**config.mk**
```make
export PLATFORM = sky130hd
export DESIGN_NAME = xor_parity_accum
export DESIGN_NICKNAME = d
export VERILOG_FILES = /design/src/rtl/xor_parity_accum.sv
export SDC_FILE = /design/constraint.sdc
export NUM_CORES = 1
export LEC_CHECK = 0
export CAP_MARGIN = 40
export CORE_MARGIN = 2
export CORE_UTILIZATION = 44
export CTS_BUF_LIST = sky130_fd_sc_hd__clkbuf_4 sky130_fd_sc_hd__clkbuf_8 sky130_fd_sc_hd__clkbuf_16
export CTS_CLUSTER_DIAMETER = 80
export DETAILED_ROUTE_END_ITERATION = 7
export PLACE_DENSITY = 0.76
export REMOVE_ABC_BUFFERS = 1
export SYNTH_ARGS = -nofsm -noshare
export SYNTH_HDL_FRONTEND = slang
export SYNTH_SLANG_ARGS = --single-unit
```
**constraint.sdc**
```tcl
create_clock -name clk -period 2 [get_ports clk]
set_clock_uncertainty 0.1 [all_clocks]
set_input_delay 0.4 -clock clk [delete_from_list [all_inputs] [get_ports clk]]
set_output_delay 0.4 -clock clk [all_outputs]
set_load 0.005 [all_outputs]
```
**src/rtl/xor_parity_accum.sv**
```systemverilog
// -----------------------------------------------------------------------------
// xor_parity_accum
//
// Streaming parity engine. Each accepted WIDTH-bit word is XOR-reduced to one
// bit and folded into a running frame parity. A frame ends on a word flagged
// with in_last, or is force-closed when it reaches MAX_WORDS words. Each closed
// frame yields one registered result on the output handshake.
//
// Parameters
//   WIDTH      bits per input word (>=1)
//   MAX_WORDS  maximum words per frame; the frame is force-closed at this count
//   ODD        0: even parity (XOR of all bits), 1: odd parity (inverted)
//
// Ports
//   clk, rst     rising-edge clock, synchronous active-high reset
//   in_valid     input word valid
//   in_ready     block can accept a word (high only while accumulating)
//   in_data      input word
//   in_last      last word of the frame (qualified by in_valid & in_ready)
//   out_valid    frame result valid
//   out_ready    consumer accepts the result
//   out_parity   frame parity
//   out_count    words in the frame (1..MAX_WORDS)
//   out_trunc    frame was closed by MAX_WORDS rather than by in_last
//
// Optional feature (macro PARITY_CHECK_EN)
//   in_parity    expected parity, sampled with the closing word
//   out_err      in_parity != out_parity, registered and held with out_valid
//
// Handshake: a transfer happens on a rising edge where valid and ready are
// both high. While valid is high and ready low, the producer holds its payload
// stable. in_ready and out_valid are decoded from the state register, so
// neither depends combinationally on any input.
// -----------------------------------------------------------------------------
module xor_parity_accum #(
    parameter int WIDTH     = 8,
    parameter int MAX_WORDS = 16,
    parameter int ODD       = 0,
    localparam int CNT_W    = $clog2(MAX_WORDS + 1)
) (
    input  logic             clk,
    input  logic             rst,
    input  logic             in_valid,
    output logic             in_ready,
    input  logic [WIDTH-1:0] in_data,
    input  logic             in_last,
`ifdef PARITY_CHECK_EN
    input  logic             in_parity,
    output logic             out_err,
`endif
    output logic             out_valid,
    input  logic             out_ready,
    output logic             out_parity,
    output logic [CNT_W-1:0] out_count,
    output logic             out_trunc
);

    localparam logic ODD_BIT = (ODD != 0);

    typedef enum logic {
        ACCUM = 1'b0,
        HOLD  = 1'b1
    } state_t;

    state_t           state, state_next;
    logic             acc, acc_next;
    logic [CNT_W-1:0] cnt, cnt_next;
    logic             par_q, par_next;
    logic [CNT_W-1:0] count_q, count_next;
    logic             trunc_q, trunc_next;
`ifdef PARITY_CHECK_EN
    logic             err_q, err_next;
`endif

    logic             word_par;
    logic [CNT_W-1:0] cnt_inc;
    logic             at_max;
    logic             accept;
    logic             frame_par;

    assign word_par  = ^in_data;
    assign cnt_inc   = cnt + CNT_W'(1);
    assign at_max    = (cnt_inc == CNT_W'(MAX_WORDS));
    assign accept    = in_valid & in_ready;
    assign frame_par = acc ^ word_par ^ ODD_BIT;

    assign in_ready   = (state == ACCUM);
    assign out_valid  = (state == HOLD);
    assign out_parity = par_q;
    assign out_count  = count_q;
    assign out_trunc  = trunc_q;
`ifdef PARITY_CHECK_EN
    assign out_err    = err_q;
`endif

    always_ff @(posedge clk) begin
        if (rst) begin
            state   <= ACCUM;
            acc     <= 1'b0;
            cnt     <= '0;
            par_q   <= 1'b0;
            count_q <= '0;
            trunc_q <= 1'b0;
`ifdef PARITY_CHECK_EN
            err_q   <= 1'b0;
`endif
        end else begin
            state   <= state_next;
            acc     <= acc_next;
            cnt     <= cnt_next;
            par_q   <= par_next;
            count_q <= count_next;
            trunc_q <= trunc_next;
`ifdef PARITY_CHECK_EN
            err_q   <= err_next;
`endif
        end
    end

    always_comb begin
        state_next = state;
        acc_next   = acc;
        cnt_next   = cnt;
        par_next   = par_q;
        count_next = count_q;
        trunc_next = trunc_q;
`ifdef PARITY_CHECK_EN
        err_next   = err_q;
`endif
        case (state)
            ACCUM: begin
                if (accept) begin
                    if (in_last || at_max) begin
                        // Close the frame: publish the result and restart the
                        // accumulator so the next frame begins from zero.
                        state_next = HOLD;
                        par_next   = frame_par;
                        count_next = cnt_inc;
                        trunc_next = at_max & ~in_last;
                        acc_next   = 1'b0;
                        cnt_next   = '0;
`ifdef PARITY_CHECK_EN
                        err_next   = (in_parity != frame_par);
`endif
                    end else begin
                        acc_next = acc ^ word_par;
                        cnt_next = cnt_inc;
                    end
                end
            end
            HOLD: begin
                // in_ready is low here, so a word offered in the handshake
                // cycle waits one cycle: a single bubble per frame.
                if (out_ready) begin
                    state_next = ACCUM;
                end
            end
            default: begin
                state_next = ACCUM;
            end
        endcase
    end

endmodule
```
Yosys cells after proc, flatten, opt, wreduce, memory -nomap -nowiden
Index checks and enable logic that the tools add are counted.

storage, ports and cells
  input port bits = 13
  latch bits = 0
  flip-flop bits (word level) = 14
  output and inout bits = 9
  memories kept = 0
  RAM bits = 0
  memory bits (read-only) = 0

cells by class
  $lt $le $gt $ge = 0
  equality and inequality tests = 1
  add/sub/neg operators = 1
  div/mod/pow operators = 0
  mux-type cells = 6
  reductions and logical operators = 4
  bitwise logic cells = 5
  shift operators = 0
  multiply operators = 0

operators with widths
  operator             count
  $reduce_xor 8->1     1
  $add 5x1->5 const B  1
  $eq 5x5->1 const B   1
  $mux 5               1
  $mux 1               4
  $reduce_and 3->1     1
  $and 1x1->1          2
  $not 1->1            2
  $pmux 1 s2           1
  $reduce_and 2->1     1
  $logic_or 1x1->1     1
  $xor 1x1->1          1

Logic depth before layout (Yosys ltp)
  word-level depth = 6
  gate-level depth with buffers = 5
  mapped depth without buffers = 5

Worst setup path before layout
No wires, ideal clock.

  path type = input to register
  start point = input port in_data[3]
  end point = register acc
  buffers on the path = 0
  path slack = 0.504 ns
  stages on the path = 5
  required time = 1.772 ns
  arrival time = 1.268 ns
  path through = xnor2_1 xnor3_1 xnor2_1 a22oi_1 nor2_1

on the way
  cells in the longest elaborated chain, start to end = 3

RTL lines
  element                 RTL line  source
  start: declaration      45        input logic [WIDTH-1:0] in_data,
  $reduce_xor 8->1        81        assign word_par = ^in_data;
  $xor 1x1->1             146       acc_next = acc ^ word_par;
  $mux 1                  133       if (in_last || at_max) begin
  end signal: assignment  109       acc <= acc_next;
  end: declaration        66        logic acc, acc_next;

No other way between the ends.
A chain may end at the register's enable or synchronous reset.

Worst setup path in the final report
  start point = input port in_data[2]
  end point = register acc

The elaborated chain is that of the path after synthesis.

==> run metrics <==
Slew @ Worst Pin just under 0.5 ns; Design Area, Final between 900 and 1000 µm²; DP Area ~940 µm²; Final GP Congestion approximately 0.72; Main synth FF type dfxtp_1; Die ar. about 2000 µm²; clk sink count 14; share of the synthesized area in the top cell type a little under 40%; largest family of logic cells by synthesized area simple AND/OR/NAND/NOR gates; wire length of the first global-routing pass 2.346 mm; core area approximately 1500 µm²; PD cells roughly 600 nW/µm²; Peak VDD IR 314.9 µV; area grow syn2layout 35.69%; CTS tree built; largest area contributor in the netlist dfxtp_1; Worst Setup Path Type primary input to flip-flop; die height between 40 and 50 µm; DRT Pass-1 Iters 4; Slew Limit Fails 0; IO Count 22; mux contribution to synthesized area slightly above 7%; cell with the most instances after synthesis nor2_1; final std cells w/o fill 115; row count 14; Port Buf Inserts 21; final hold vios 0; post-synth design cell area ~710 µm²; Gate Count Post-Synth 76; Setup crit end kind flip-flop; DRT iter0 DRCs 8; HP Class flip-flop to flip-flop; Area contributors post-synth dfxtp_1 40%, xnor2_1 8.7%, nor2_1 8.5%; Clk Latency, worst-skew pair approximately 0.27 ns; outcome finished, final reports clean; relative slew slack about two thirds; die width around 44 µm; worst reg2reg path startpoint cnt[0]; Top Metal Used met3; H-tree Lvls 1; top cells by count, synth 16 x nor2_1, 14 x dfxtp_1, 7 x xnor2_1; DRC 0; Worst setup SP type primary input; share of cells above drive strength 1 11.11%; Synth Warn # 0; DR WL met2 between 600 and 700 µm; clk buf depth 2; # resized after CTS 0; CTS Hold Bufs 0; Min-Delay Startpoint out_count[3]; adder-cell area share of the yosys netlist roughly 1.8%; Max FO, Critical Path 2; async set-reset flop share out of synthesis 0%; diode count 0; Yosys cell types 25; XOR/XNOR share of the synthesized area roughly 15%; Worst EP arrival roughly 1.8 ns; Global Route Usage Sum around 16%; fin nets between 100 and 150; post-DP HPWL between 1 and 1.5 mm; compound-cell area share of the yosys netlist 13.78%; syn_area_per_cell about 9.3 µm²; vias in the first global route ~570; vias between 500 and 600; vias per cell slightly above 5; Lkg Pwr between 0.3 and 0.4 nW; crit share post-route 88.53%; Placed Instances between 100 and 150; Antenna Nets Post-Route 0; max cap viols 0; Post-CTS Setup Bufs 0; final worst path period need around 1.8 ns; Met1 Routed Length between 600 and 700 µm; Post-synth EDFFs 0; Starting Density 47.01%; Worst EP required 2.05 ns; register area share after synthesis 39.58%; grt total ovfl 0; Routed WL approximately 1.4 mm; WL per Instance 12.08 µm; RSZ-0062 raised after global routing false; Setup-failing EPs final 0; area fraction in and, or, nand and nor cells after synthesis about a fifth; Worst Setup SP in_data[2]; clk slew on worst S/H paths approximately 0.08 ns; largest net degree at the start of global routing 15; final core occ ~64%; clock root buffer clkbuf_4; synthesized flop and latch total 14; CTS buffer count 3; Fmax achieved roughly 0.56 GHz; DR WL met3 a little under 70 µm; initial antenna violation count 0; setup_tns 0 ns
path summary, 6_finish.rpt:
path | endpoint | slack (ns) | cells past startpoint
max | acc | 0.23 | 6
min | out_count[3] | 0.40 | 2
max reg2reg | out_count[3] | 0.29 | 5
min reg2reg | out_count[3] | 0.40 | 2
layer usage:
layer,up-vias,track usage [%]
met5,-,0
met4,0,3.636
met3,0,4.898
met2,15,27.35
met1,270,20.51
li1,304,-
cells in the final DEF (no fill, tap or decap), types with 2 or more instances in the layout:
master | netlist | layout
clkdlybuf4s50_1 | 0 | 21
nor2_1 | 16 | 16
dfxtp_1 | 14 | 14
xnor2_1 | 7 | 7
mux2i_1 | 5 | 5
a22oi_1 | 4 | 4
inv_1 | 3 | 3
nand2_1 | 3 | 3
a21oi_1 | 3 | 3
clkbuf_4 | 0 | 3
and2b_2 | 2 | 2
nand3_1 | 2 | 2
a211oi_1 | 2 | 2
power breakdown:
part | leakage (nW) | internal [mW] | switching [mW]
sequential | 0.114 | 0.290 | 0.00807
combinational | 0.227 | 0.0763 | 0.0491
clock | 0.0138 | 0.0695 | 0.0834
total | 0.354 | 0.435 | 0.141
logic make-up (layout without fill, tap and decap cells):
group,count (synthesis),count (layout)
adder cells (fa/ha/maj),1,1
flip-flops,14,14
buffers and inverters,5,28
multiplexers,5,5
XOR/XNOR,10,10
AND/OR/NAND/NOR,28,28
AO/OA/AOI/OAI,13,13
per-stage QoR:
step / hold slack, ns / total power [mW] / worst slack [ns]
after global placement: 0.3799 / 0.4267 / 0.01228
final: 0.4005 / 0.5760 / 0.2295
after detailed placement: 0.3872 / 0.4303 / -0.08088
after floorplan: 0.3724 / 0.3714 / 0.5150
after CTS: 0.4061 / 0.5852 / 0.2256
after global routing: 0.4359 / 0.6041 / 0.1298
layout make-up:
cell class,count,area (µm²)
inverter,3,11.26
multi-input combinational,57,409.1
clock buffer,3,22.52
timing repair buffer,22,217.7
fill,137,545.5
sequential,14,280.3
tap,16,20.02
registers in the layout, summed over array words and instances, names as in the netlist:
signal      cells
out_parity      1
cnt             5
out_trunc       1
out_valid       1
acc             1
out_count       5
critical path, cell delays in order:
cell             delay, ns
clkdlybuf4s50_1       0.48
xnor2_1               0.13
xnor3_1               0.42
xnor2_1               0.16
a22oi_1               0.17
nor2_1                0.06
(Power assumes the default switching activity.)
